$ cat src/rtl/iob_axi_burst_master_pkg.sv
// Shared AXI constants and burst-master state encoding.
// Imported by every AXI block in this slice so encodings stay consistent.
package iob_axi_burst_master_pkg;

  localparam logic [1:0] BURST_INCR    = 2'b01;
  localparam logic [1:0] RESP_OKAY     = 2'b00;
  localparam logic [3:0] CACHE_DEFAULT = 4'b0011;

  typedef enum logic [2:0] {
    S_IDLE  = 3'd0,
    S_WADDR = 3'd1,
    S_WDATA = 3'd2,
    S_WRESP = 3'd3,
    S_RADDR = 3'd4,
    S_RDATA = 3'd5
  } state_t;

endpackage

$ cat src/rtl/iob_axi_burst_master.sv
// Single-outstanding AXI4 INCR burst master: one command becomes one AW/W/B or AR/R burst.
// Handshakes: a transfer happens on a rising edge where valid and ready are both high.
module iob_axi_burst_master
  import iob_axi_burst_master_pkg::*;
#(
  parameter int DATA_W = 32,
  parameter int ADDR_W = 16,
  parameter int ID_W   = 8,
  parameter int LEN_W  = 8,
  parameter int AXI_ID = 0
) (
  input  logic                clk_i,
  input  logic                rst_i,
  input  logic                cmd_valid_i,
  output logic                cmd_ready_o,
  input  logic                cmd_we_i,
  input  logic [ADDR_W-1:0]   cmd_addr_i,
  input  logic [LEN_W-1:0]    cmd_len_i,
  input  logic [DATA_W-1:0]   wr_data_i,
  input  logic [DATA_W/8-1:0] wr_strb_i,
  input  logic                wr_valid_i,
  output logic                wr_ready_o,
  output logic [DATA_W-1:0]   rd_data_o,
  output logic                rd_last_o,
  output logic                rd_valid_o,
  input  logic                rd_ready_i,
  output logic                done_o,
  output logic                err_o,
  output logic                busy_o,
  output logic [2:0]          dbg_state_o,
  output logic [ID_W-1:0]     axi_awid_o,
  output logic [ADDR_W-1:0]   axi_awaddr_o,
  output logic [LEN_W-1:0]    axi_awlen_o,
  output logic [2:0]          axi_awsize_o,
  output logic [1:0]          axi_awburst_o,
  output logic [1:0]          axi_awlock_o,
  output logic [3:0]          axi_awcache_o,
  output logic [2:0]          axi_awprot_o,
  output logic [3:0]          axi_awqos_o,
  output logic                axi_awvalid_o,
  input  logic                axi_awready_i,
  output logic [DATA_W-1:0]   axi_wdata_o,
  output logic [DATA_W/8-1:0] axi_wstrb_o,
  output logic                axi_wlast_o,
  output logic                axi_wvalid_o,
  input  logic                axi_wready_i,
  input  logic [ID_W-1:0]     axi_bid_i,
  input  logic [1:0]          axi_bresp_i,
  input  logic                axi_bvalid_i,
  output logic                axi_bready_o,
  output logic [ID_W-1:0]     axi_arid_o,
  output logic [ADDR_W-1:0]   axi_araddr_o,
  output logic [LEN_W-1:0]    axi_arlen_o,
  output logic [2:0]          axi_arsize_o,
  output logic [1:0]          axi_arburst_o,
  output logic [1:0]          axi_arlock_o,
  output logic [3:0]          axi_arcache_o,
  output logic [2:0]          axi_arprot_o,
  output logic [3:0]          axi_arqos_o,
  output logic                axi_arvalid_o,
  input  logic                axi_arready_i,
  input  logic [ID_W-1:0]     axi_rid_i,
  input  logic [DATA_W-1:0]   axi_rdata_i,
  input  logic [1:0]          axi_rresp_i,
  input  logic                axi_rlast_i,
  input  logic                axi_rvalid_i,
  output logic                axi_rready_o
);

  localparam int BYTES = DATA_W / 8;
  localparam int EW    = LEN_W + 14;

  state_t              r_state, w_state_nxt;
  logic [ADDR_W-1:0]   r_addr;
  logic [LEN_W-1:0]    r_len;
  logic [LEN_W-1:0]    r_cnt;
  logic                r_done;
  logic                r_err;
  logic [EW-1:0]       w_span_end;
  logic                w_cross;
  logic                w_last_beat;
  logic                w_w_hs;
  logic                w_r_hs;
  logic                w_unused;

  // End of the burst within its 4KB page; anything past 4096 would cross the boundary.
  assign w_span_end  = EW'(cmd_addr_i[11:0]) + (EW'(cmd_len_i) + EW'(1)) * EW'(BYTES);
  assign w_cross     = w_span_end > EW'(4096);
  assign w_last_beat = (r_cnt == r_len);
  assign w_w_hs      = (r_state == S_WDATA) && wr_valid_i && axi_wready_i;
  assign w_r_hs      = (r_state == S_RDATA) && axi_rvalid_i && rd_ready_i;
  assign w_unused    = ^axi_rid_i;

  assign axi_awid_o    = ID_W'(AXI_ID);
  assign axi_awaddr_o  = r_addr;
  assign axi_awlen_o   = r_len;
  assign axi_awsize_o  = 3'($clog2(BYTES));
  assign axi_awburst_o = BURST_INCR;
  assign axi_awlock_o  = 2'b00;
  assign axi_awcache_o = CACHE_DEFAULT;
  assign axi_awprot_o  = 3'b000;
  assign axi_awqos_o   = 4'b0000;
  assign axi_arid_o    = ID_W'(AXI_ID);
  assign axi_araddr_o  = r_addr;
  assign axi_arlen_o   = r_len;
  assign axi_arsize_o  = 3'($clog2(BYTES));
  assign axi_arburst_o = BURST_INCR;
  assign axi_arlock_o  = 2'b00;
  assign axi_arcache_o = CACHE_DEFAULT;
  assign axi_arprot_o  = 3'b000;
  assign axi_arqos_o   = 4'b0000;

  assign axi_wdata_o = wr_data_i;
  assign axi_wstrb_o = wr_strb_i;
  assign rd_data_o   = axi_rdata_i;
  assign done_o      = r_done;
  assign err_o       = r_err;
  assign busy_o      = (r_state != S_IDLE);
  assign dbg_state_o = r_state;

  always_ff @(posedge clk_i or posedge rst_i) begin
    if (rst_i) begin
      r_state <= S_IDLE;
      r_addr  <= '0;
      r_len   <= '0;
      r_cnt   <= '0;
      r_done  <= 1'b0;
      r_err   <= 1'b0;
    end else begin
      r_state <= w_state_nxt;
      r_done  <= 1'b0;
      case (r_state)
        S_IDLE: begin
          if (cmd_valid_i) begin
            r_addr <= cmd_addr_i;
            r_len  <= cmd_len_i;
            r_cnt  <= '0;
            r_err  <= w_cross;
            r_done <= w_cross;
          end
        end
        S_WDATA: begin
          if (w_w_hs) r_cnt <= w_last_beat ? '0 : r_cnt + 1'b1;
        end
        S_WRESP: begin
          if (axi_bvalid_i) begin
            r_err  <= (axi_bresp_i != RESP_OKAY) || (axi_bid_i != ID_W'(AXI_ID));
            r_done <= 1'b1;
          end
        end
        S_RDATA: begin
          if (w_r_hs) begin
            // Error stays sticky for the whole read once any beat misbehaves.
            if ((axi_rresp_i != RESP_OKAY) || (axi_rlast_i != w_last_beat)) r_err <= 1'b1;
            r_cnt <= w_last_beat ? '0 : r_cnt + 1'b1;
            if (w_last_beat) r_done <= 1'b1;
          end
        end
        default: ;
      endcase
    end
  end

  always_comb begin
    w_state_nxt   = r_state;
    cmd_ready_o   = 1'b0;
    axi_awvalid_o = 1'b0;
    axi_wvalid_o  = 1'b0;
    wr_ready_o    = 1'b0;
    axi_wlast_o   = 1'b0;
    axi_bready_o  = 1'b0;
    axi_arvalid_o = 1'b0;
    axi_rready_o  = 1'b0;
    rd_valid_o    = 1'b0;
    rd_last_o     = 1'b0;
    case (r_state)
      S_IDLE: begin
        cmd_ready_o = 1'b1;
        if (cmd_valid_i && !w_cross) w_state_nxt = cmd_we_i ? S_WADDR : S_RADDR;
      end
      S_WADDR: begin
        axi_awvalid_o = 1'b1;
        if (axi_awready_i) w_state_nxt = S_WDATA;
      end
      S_WDATA: begin
        axi_wvalid_o = wr_valid_i;
        wr_ready_o   = axi_wready_i;
        axi_wlast_o  = w_last_beat;
        if (w_w_hs && w_last_beat) w_state_nxt = S_WRESP;
      end
      S_WRESP: begin
        axi_bready_o = 1'b1;
        if (axi_bvalid_i) w_state_nxt = S_IDLE;
      end
      S_RADDR: begin
        axi_arvalid_o = 1'b1;
        if (axi_arready_i) w_state_nxt = S_RDATA;
      end
      S_RDATA: begin
        rd_valid_o   = axi_rvalid_i;
        axi_rready_o = rd_ready_i;
        rd_last_o    = w_last_beat;
        if (w_r_hs && w_last_beat) w_state_nxt = S_IDLE;
      end
      default: w_state_nxt = S_IDLE;
    endcase
  end

endmodule

$ cat config.mk
export PLATFORM = sky130hd
export DESIGN_NAME = iob_axi_burst_master
export DESIGN_NICKNAME = d
export VERILOG_FILES = /design/src/rtl/iob_axi_burst_master_pkg.sv /design/src/rtl/iob_axi_burst_master.sv
export SDC_FILE = /design/constraint.sdc
export NUM_CORES = 1
export LEC_CHECK = 0
export ABC_AREA = 1
export CORE_AREA = 2 2 118 120
export DETAILED_ROUTE_END_ITERATION = 16
export DIE_AREA = 0 0 120 122
export HOLD_SLACK_MARGIN = 0.08
export PLACE_DENSITY = 0.71
export SYNTH_ARGS = -nofsm -noshare
export SYNTH_HDL_FRONTEND = slang
export SYNTH_SLANG_ARGS = --single-unit
$ cat constraint.sdc
create_clock -name clk_i -period 2.1 [get_ports clk_i]
set_input_delay 0.42 -clock clk_i [delete_from_list [all_inputs] [get_ports clk_i]]
set_output_delay 0.42 -clock clk_i [all_outputs]
set_load 0.02 [all_outputs]
==> flow_summary.json, run 1 <==
{
  "synth-warning-count": 0,
  "numPortBuffers": 111,
  "finalCritPeriodShare_pct": 112,
  "clkLatencyLatePin_ns": 0.28,
  "relSlewSlack_pct": 60.7,
  "p_clk_share_pct": 12.6,
  "grt_pass1_vias": 2960,
  "p_leak_uw": 0.00245,
  "dr_total_vias": 3212,
  "cts_buffer_depth": 2,
  "switching_share_pct": 44.2,
  "synth_area_per_cell_sq_um": 7.48,
  "rsz0062_at_grt": "true",
  "power_density_nw_per_um2": 1190,
  "cp.arrival_ns": 2.52,
  "cts_tree": "done",
  "drt_wl_total_um": 9560,
  "grt_max_degree": 38,
  "violations": "setup timing",
  "drv_slew": 0,
  "die-area_sq_um": 14600,
  "outcome": "finished with violations",
  "placedCellCount": 740,
  "cts_max_level": 2,
  "coreArea_sq_um": 13500,
  "r2r_end": "r_cnt[3]$_DFFE_PP0P_",
  "cpPeakStageDelay_ns": 0.35,
  "die_x_um": 120,
  "clock-skew-final_ns": 0.00466,
  "ant_nets": 0,
  "via_per_inst": 4.24,
  "ys_seq_elements": 37,
  "antennaDiodeCount": 0,
  "p_switching_uw": 2620,
  "combPwrFrac_pct": 65.9,
  "pin_count": 308,
  "drt-initial-drc-count": 121,
  "cts_made_buffers": 5,
  "crit_family": "simple AND/OR/NAND/NOR gates",
  "fp-row-count": 43,
  "path_max_fanout": 4,
  "finalHoldViolations": 0,
  "gp_congestion": 0.828,
  "wl_per_cell_um": 12.6,
  "postLayoutSetupSlackWorst_ns": -0.249,
  "first_pass_iters": 5,
  "path_cells": "buf_6 > buf_6 > inv_12 > nor3_4 > nand2_2 > buf_6 > xor2_2 > ha_1 > nand2_2 > inv_2 > nand4_1 > nand3_2 > nand3_2 > nor2_2 > nand3_2 > nand3_4 > nand2_2 > nand2_1 > nand2_1",
  "rrSetupSlack_ns": 0.25,
  "post-route-min-period_ns": 2.35,
  "rr_startpoint": "dbg_state_o[2]$_DFFE_PP0P_",
  "cp.required_ns": 2.27,
  "area_growth_pct": 33.3,
  "critPathBufInv": 5,
  "hold_class": "reg2reg",
  "final_cell_area_sq_um": 4970,
  "final_net_count": 714,
  "criticalPathCategory": "in2reg",
  "finalNonFillerCells": 758,
  "hold_buffers": 0,
  "ys_seq_area_share_pct": 24.8,
  "cts.reportedPaths.clkPinSlew_ns": 0.06,
  "synth_cell_types": 44,
  "overflow": 0,
  "grt_pass1_wl_um": 14700,
  "clock_tree.root_cell": "clkbuf_16",
  "p_int_uw": 3300,
  "min_from": "err_o$_DFFE_PP0P_",
  "rr_worst_depth": 12,
  "synth_area_sq_um": 3730,
  "track_usage_pct": 12.8,
  "timing.fmax_mhz": 426,
  "drv_cap": 0,
  "drc": 0,
  "worst_setup_path_end_kind": "register",
  "drive_gt1_share_pct": 28.4,
  "seqPwrFrac_pct": 21.5,
  "vdd_drop_max_mv": 0.419,
  "start_kind": "input pin",
  "cp_slowest_cell": "ha_1",
  "setup_viol": 6,
  "num-fill-cells": 1404,
  "hold_depth": 2,
  "clock_sinks": 37,
  "placed_area_sq_um": 4600,
  "antenna_found_initial": 0,
  "die_h_um": 122,
  "tightest_slew_ns": 0.585,
  "synthCells": 499,
  "hpwl_um": 7340,
  "hold_end": "err_o$_DFFE_PP0P_",
  "start_util_pct": 27.6
}
-- power by group through the flow --
| stage | sequential, uW | clock (uW) | combinational, uW |
|---|---|---|---|
| 5_1_grt | 1320 | 806 | 4210 |
| 6_report | 1270 | 746 | 3900 |
| 3_3_place_gp | 1270 | 0 | 3830 |
| 3_5_place_dp | 1280 | 0 | 3860 |
| 2_1_floorplan | 1560 | 0 | 2290 |
| 4_1_cts | 1280 | 765 | 3910 |
-- kinds of logic after synthesis --
family	synth area share [%]
buf+inv	35.5
simple gates	22.8
flops	24.8
compound gates	5.67
mux	4.53
fa+ha+maj	4.56
xor+xnor	1.88
other cells	0.201
-- through the flow --
stage	setup slack (ns)	setup TNS, ns	total power, uW	hold WS (ns)	utilization (%)
finish	-0.249	-1.18	5920	0.502	36.8
global route	-0.373	-1.88	6340	0.536	36.8
CTS	-0.232	-2.19	5960	0.508	36.1
detailed placement	-0.930	-4.52	5150	0.488	34.1
global placement	-0.891	-4.33	5100	0.483	34.1
floorplan	-0.141	-0.505	3850	0.464	-
-- cell usage in the layout (no fill, tap or decap), types with 9 or more instances in the layout --
cell	instances
a21oi_1	9
buf_4	55
clkdlybuf4s50_1	93
conb_1	52
dfrtp_1	35
inv_1	40
inv_2	12
mux2_2	15
nand2_1	75
nand2_2	18
nand3_1	15
nor2_1	31
o21ai_0	11
-- cells in the mapped netlist (all sizes together) --
library cell	instances	area share, %
a211oi	1	0.20
a21oi	15	2.1
a221oi	1	0.40
a31oi	1	0.17
and3	1	0.20
buf	148	30
clkbuf	1	0.10
conb	2	0.20
dfrtp	37	25
fa	1	0.54
ha	12	4.0
inv	55	5.5
mux2	15	4.5
nand2	95	10
nand3	22	3.1
nand3b	2	0.40
nand4	5	0.84
nor2	41	4.7
nor3	9	1.3
nor3b	1	0.34
nor4	4	0.84
o211ai	1	0.20
o21ai	14	2.0
o21bai	1	0.20
o22ai	1	0.17
o32ai	1	0.23
or2	4	0.74
xnor2	4	0.94
xor2	4	0.94
-- worst max path at each step --
stage	from	to	slack [ns]	depth (start not counted)
finish	cmd_len_i[1]	dbg_state_o[2]$_DFFE_PP0P_	-0.25	19
global route	cmd_len_i[1]	err_o$_DFFE_PP0P_	-0.37	19
CTS	cmd_len_i[1]	dbg_state_o[2]$_DFFE_PP0P_	-0.23	20
detailed placement	cmd_len_i[1]	dbg_state_o[2]$_DFFE_PP0P_	-0.93	20
global placement	cmd_len_i[1]	dbg_state_o[2]$_DFFE_PP0P_	-0.89	20
floorplan	cmd_len_i[1]	dbg_state_o[0]$_DFFE_PP0P_	-0.14	18
-- area by class of cell --
cell class / count / area (sq um) / area share, %
clock buffer: 5 / 125 / 2.52
clock inverter: 3 / 17.5 / 0.352
multi-input combinational: 308 / 1870 / 37.7
tap: 180 / 225 / 4.53
inverter: 55 / 221 / 4.45
sequential: 37 / 928 / 18.7
timing repair buffer: 170 / 1580 / 31.8
-- sequential cells by signal, summed over array words and instances (netlist names) --
name,flops
axi_araddr_o,16
axi_arlen_o,8
done_o,1
err_o,1
dbg_state_o,3
r_cnt,8
-- layer usage --
layer,GRT usage [%],wire [um],vias to the layer above
li1,-,-,1540
met2,22.3,4750,155
met3,3.00,686,37
met4,5.37,312,0
met5,0,0,-
met1,15.2,3800,1480
-- tightest hold or removal path, delay by kind of cell (launching register included) --
| family | cells | cell delay, ns |
|---|---|---|
| flops | 1 | 0.36 |
| simple gates | 2 | 0.12 |
-- timing repair --
action	CTS	global route
setup buffers	10	0
pin swaps	26	17
resized for setup	39	39
endpoints found under the setup margin	16	16
No activity file was read; power rests on OpenSTA's default activity.
==> run 2: changes to the inputs <==
clock period = 2.8 ns   (was 2.1 ns; I/O delays follow)
==> run 2 against run 1 <==
Effect of this change:
- the flow now finishes without violations
- combinational power decreased by 34%
- critical path depth decreased by 2
- cell count decreased by 4.7%
- setup slack improved by 0.37 ns
- first-iteration DRC count increased by 9.1%
- global-route usage decreased by 0.31 points
- clock-buffer cell count unchanged
- clock power decreased by 12%
==> flow_summary.json, run 2 (synthesis results as in run 1) <==
{
  "seqPwrFrac_pct": 23.4,
  "hpwl_um": 7520,
  "combPwrFrac_pct": 60.9,
  "antenna_found_initial": 0,
  "numPortBuffers": 111,
  "hold_end": "r_cnt[3]$_DFFE_PP0P_",
  "cp.arrival_ns": 2.86,
  "clock_sinks": 37,
  "cts_tree": "done",
  "timing.fmax_mhz": 373,
  "pin_count": 308,
  "die-area_sq_um": 14600,
  "p_int_uw": 2340,
  "placed_area_sq_um": 4300,
  "start_util_pct": 27.6,
  "drc": 0,
  "cts.reportedPaths.clkPinSlew_ns": 0.07,
  "post-route-min-period_ns": 2.68,
  "drv_cap": 0,
  "startpoint": "cmd_len_i[6]",
  "track_usage_pct": 12.5,
  "clock-skew-final_ns": 0.00910,
  "min_from": "r_cnt[3]$_DFFE_PP0P_",
  "gp_congestion": 0.814,
  "first_pass_iters": 4,
  "tightest_slew_ns": 0.659,
  "drt-initial-drc-count": 132,
  "criticalPathCategory": "in2reg",
  "cp.required_ns": 2.97,
  "final_cell_area_sq_um": 4610,
  "rr_worst_depth": 5,
  "grt_pass1_vias": 2742,
  "clkLatencyLatePin_ns": 0.29,
  "cts_made_buffers": 5,
  "drv_slew": 0,
  "cts_max_level": 2,
  "clock_tree.root_cell": "clkbuf_16",
  "power_density_nw_per_um2": 915,
  "layout_commonest_cell": "clkdlybuf4s50_1",
  "hold_depth": 1,
  "area_growth_pct": 23.4,
  "ant_nets": 0,
  "fp-row-count": 43,
  "relSlewSlack_pct": 55.9,
  "worst_setup_path_end_kind": "register",
  "coreArea_sq_um": 13500,
  "cts_buffer_depth": 2,
  "switching_share_pct": 44.5,
  "wl_per_cell_um": 13.0,
  "setup_viol": 0,
  "antennaDiodeCount": 0,
  "dr_total_vias": 3008,
  "grt_pass1_wl_um": 14300,
  "start_kind": "input pin",
  "r2r_end": "axi_araddr_o[4]$_DFFE_PP0P_",
  "largest_reg_flops": 16,
  "rrSetupSlack_ns": 0.77,
  "hold_class": "reg2reg",
  "finalCritPeriodShare_pct": 95.8,
  "outcome": "finished clean",
  "post-place-ws_ns": -0.579,
  "die_h_um": 122,
  "via_per_inst": 4.17,
  "p_switching_uw": 1880,
  "die_x_um": 120,
  "rr_startpoint": "dbg_state_o[2]$_DFFE_PP0P_",
  "overflow": 0,
  "final_net_count": 678,
  "grt_max_degree": 38,
  "finalHoldViolations": 0,
  "drt_wl_total_um": 9380,
  "p_leak_uw": 0.00217,
  "num-fill-cells": 1416,
  "p_clk_share_pct": 15.6,
  "drive_gt1_share_pct": 18.1,
  "vdd_drop_max_mv": 0.333,
  "postLayoutSetupSlackWorst_ns": 0.117,
  "final_cell_mix": "clkdlybuf4s50_1 (106), nand2_1 (84), conb_1 (52)",
  "path_max_fanout": 4
}
## run 2: how the worst max path moves through the flow
stage	end	slack, ns	cells past startpoint
after CTS	dbg_state_o[2]$_DFFE_PP0P_	0.003	19
final	dbg_state_o[2]$_DFFE_PP0P_	0.12	17
after detailed placement	dbg_state_o[0]$_DFFE_PP0P_	-0.58	19
after floorplan	dbg_state_o[0]$_DFFE_PP0P_	0.13	17
after global routing	dbg_state_o[2]$_DFFE_PP0P_	-0.04	19
after global placement	dbg_state_o[2]$_DFFE_PP0P_	-0.48	18
## run 2: per-layer routing
layer | vias to the layer above | GRT usage [%] | wire length (um)
met5 | - | 0 | 0
met4 | 0 | 6.03 | 309
met3 | 27 | 3.37 | 711
met2 | 142 | 21.4 | 4540
met1 | 1381 | 14.5 | 3830
li1 | 1458 | - | -
## run 2: through the flow
step,instances,util (%),TNS [ns],hold slack (ns),total power [uW]
after CTS,721,33.3,0,0.496,4250
after detailed placement,713,31.8,-2.51,0.472,3570
after global placement,713,31.8,-2.05,0.483,3540
after global routing,722,34.1,-0.0890,0.524,4520
after floorplan,549,-,0,0.464,2870
final,722,34.1,0,0.496,4210
## run 2: power by group through the flow
stage / registers (uW) / clock network [uW] / logic (uW)
5_1_grt: 1030 / 708 / 2780
4_1_cts: 999 / 681 / 2570
2_1_floorplan: 1170 / 0 / 1700
6_report: 988 / 659 / 2570
3_3_place_gp: 1000 / 0 / 2530
3_5_place_dp: 1000 / 0 / 2560
## run 2: critical path, stage by stage
cell and delay [ns]:
clkdlybuf4s50_1 0.49, inv_1 0.09, nor3_4 0.22, xor2_1 0.17
inv_1 0.08, ha_4 0.28, nand2_1 0.06, nor2_1 0.14
nand3_1 0.08, nand3_1 0.09, nand3_1 0.09, nor2_2 0.10
nand3_2 0.13, nand3_4 0.10, nand2_1 0.07, nand2_1 0.06
nand2_1 0.05
## run 2: what timing repair did
action                                 in CTS  in global routing
pin swaps                                   8                  9
setup buffers                               0                  1
endpoints found under the hold margin       0                  0
setup endpoints to repair                   5                  5
hold buffers                                0                  0
gates resized for setup                    10                 21
## run 2: layout make-up
cell class                 count  area (sq um)  area share (%)
multi-input combinational    308          1800            39.0
timing repair buffer         134          1280            27.8
sequential                    37           926            20.1
tap                          180           225            4.89
inverter                      55           206            4.48
clock buffer                   5           125            2.72
clock inverter                 3          46.3            1.01
==> run 3: changes to the inputs <==
SLEW_MARGIN = 5   (was not set)
==> results of run 3 <==
No change in the layout: final DEF, timing and power equal those of run 2.
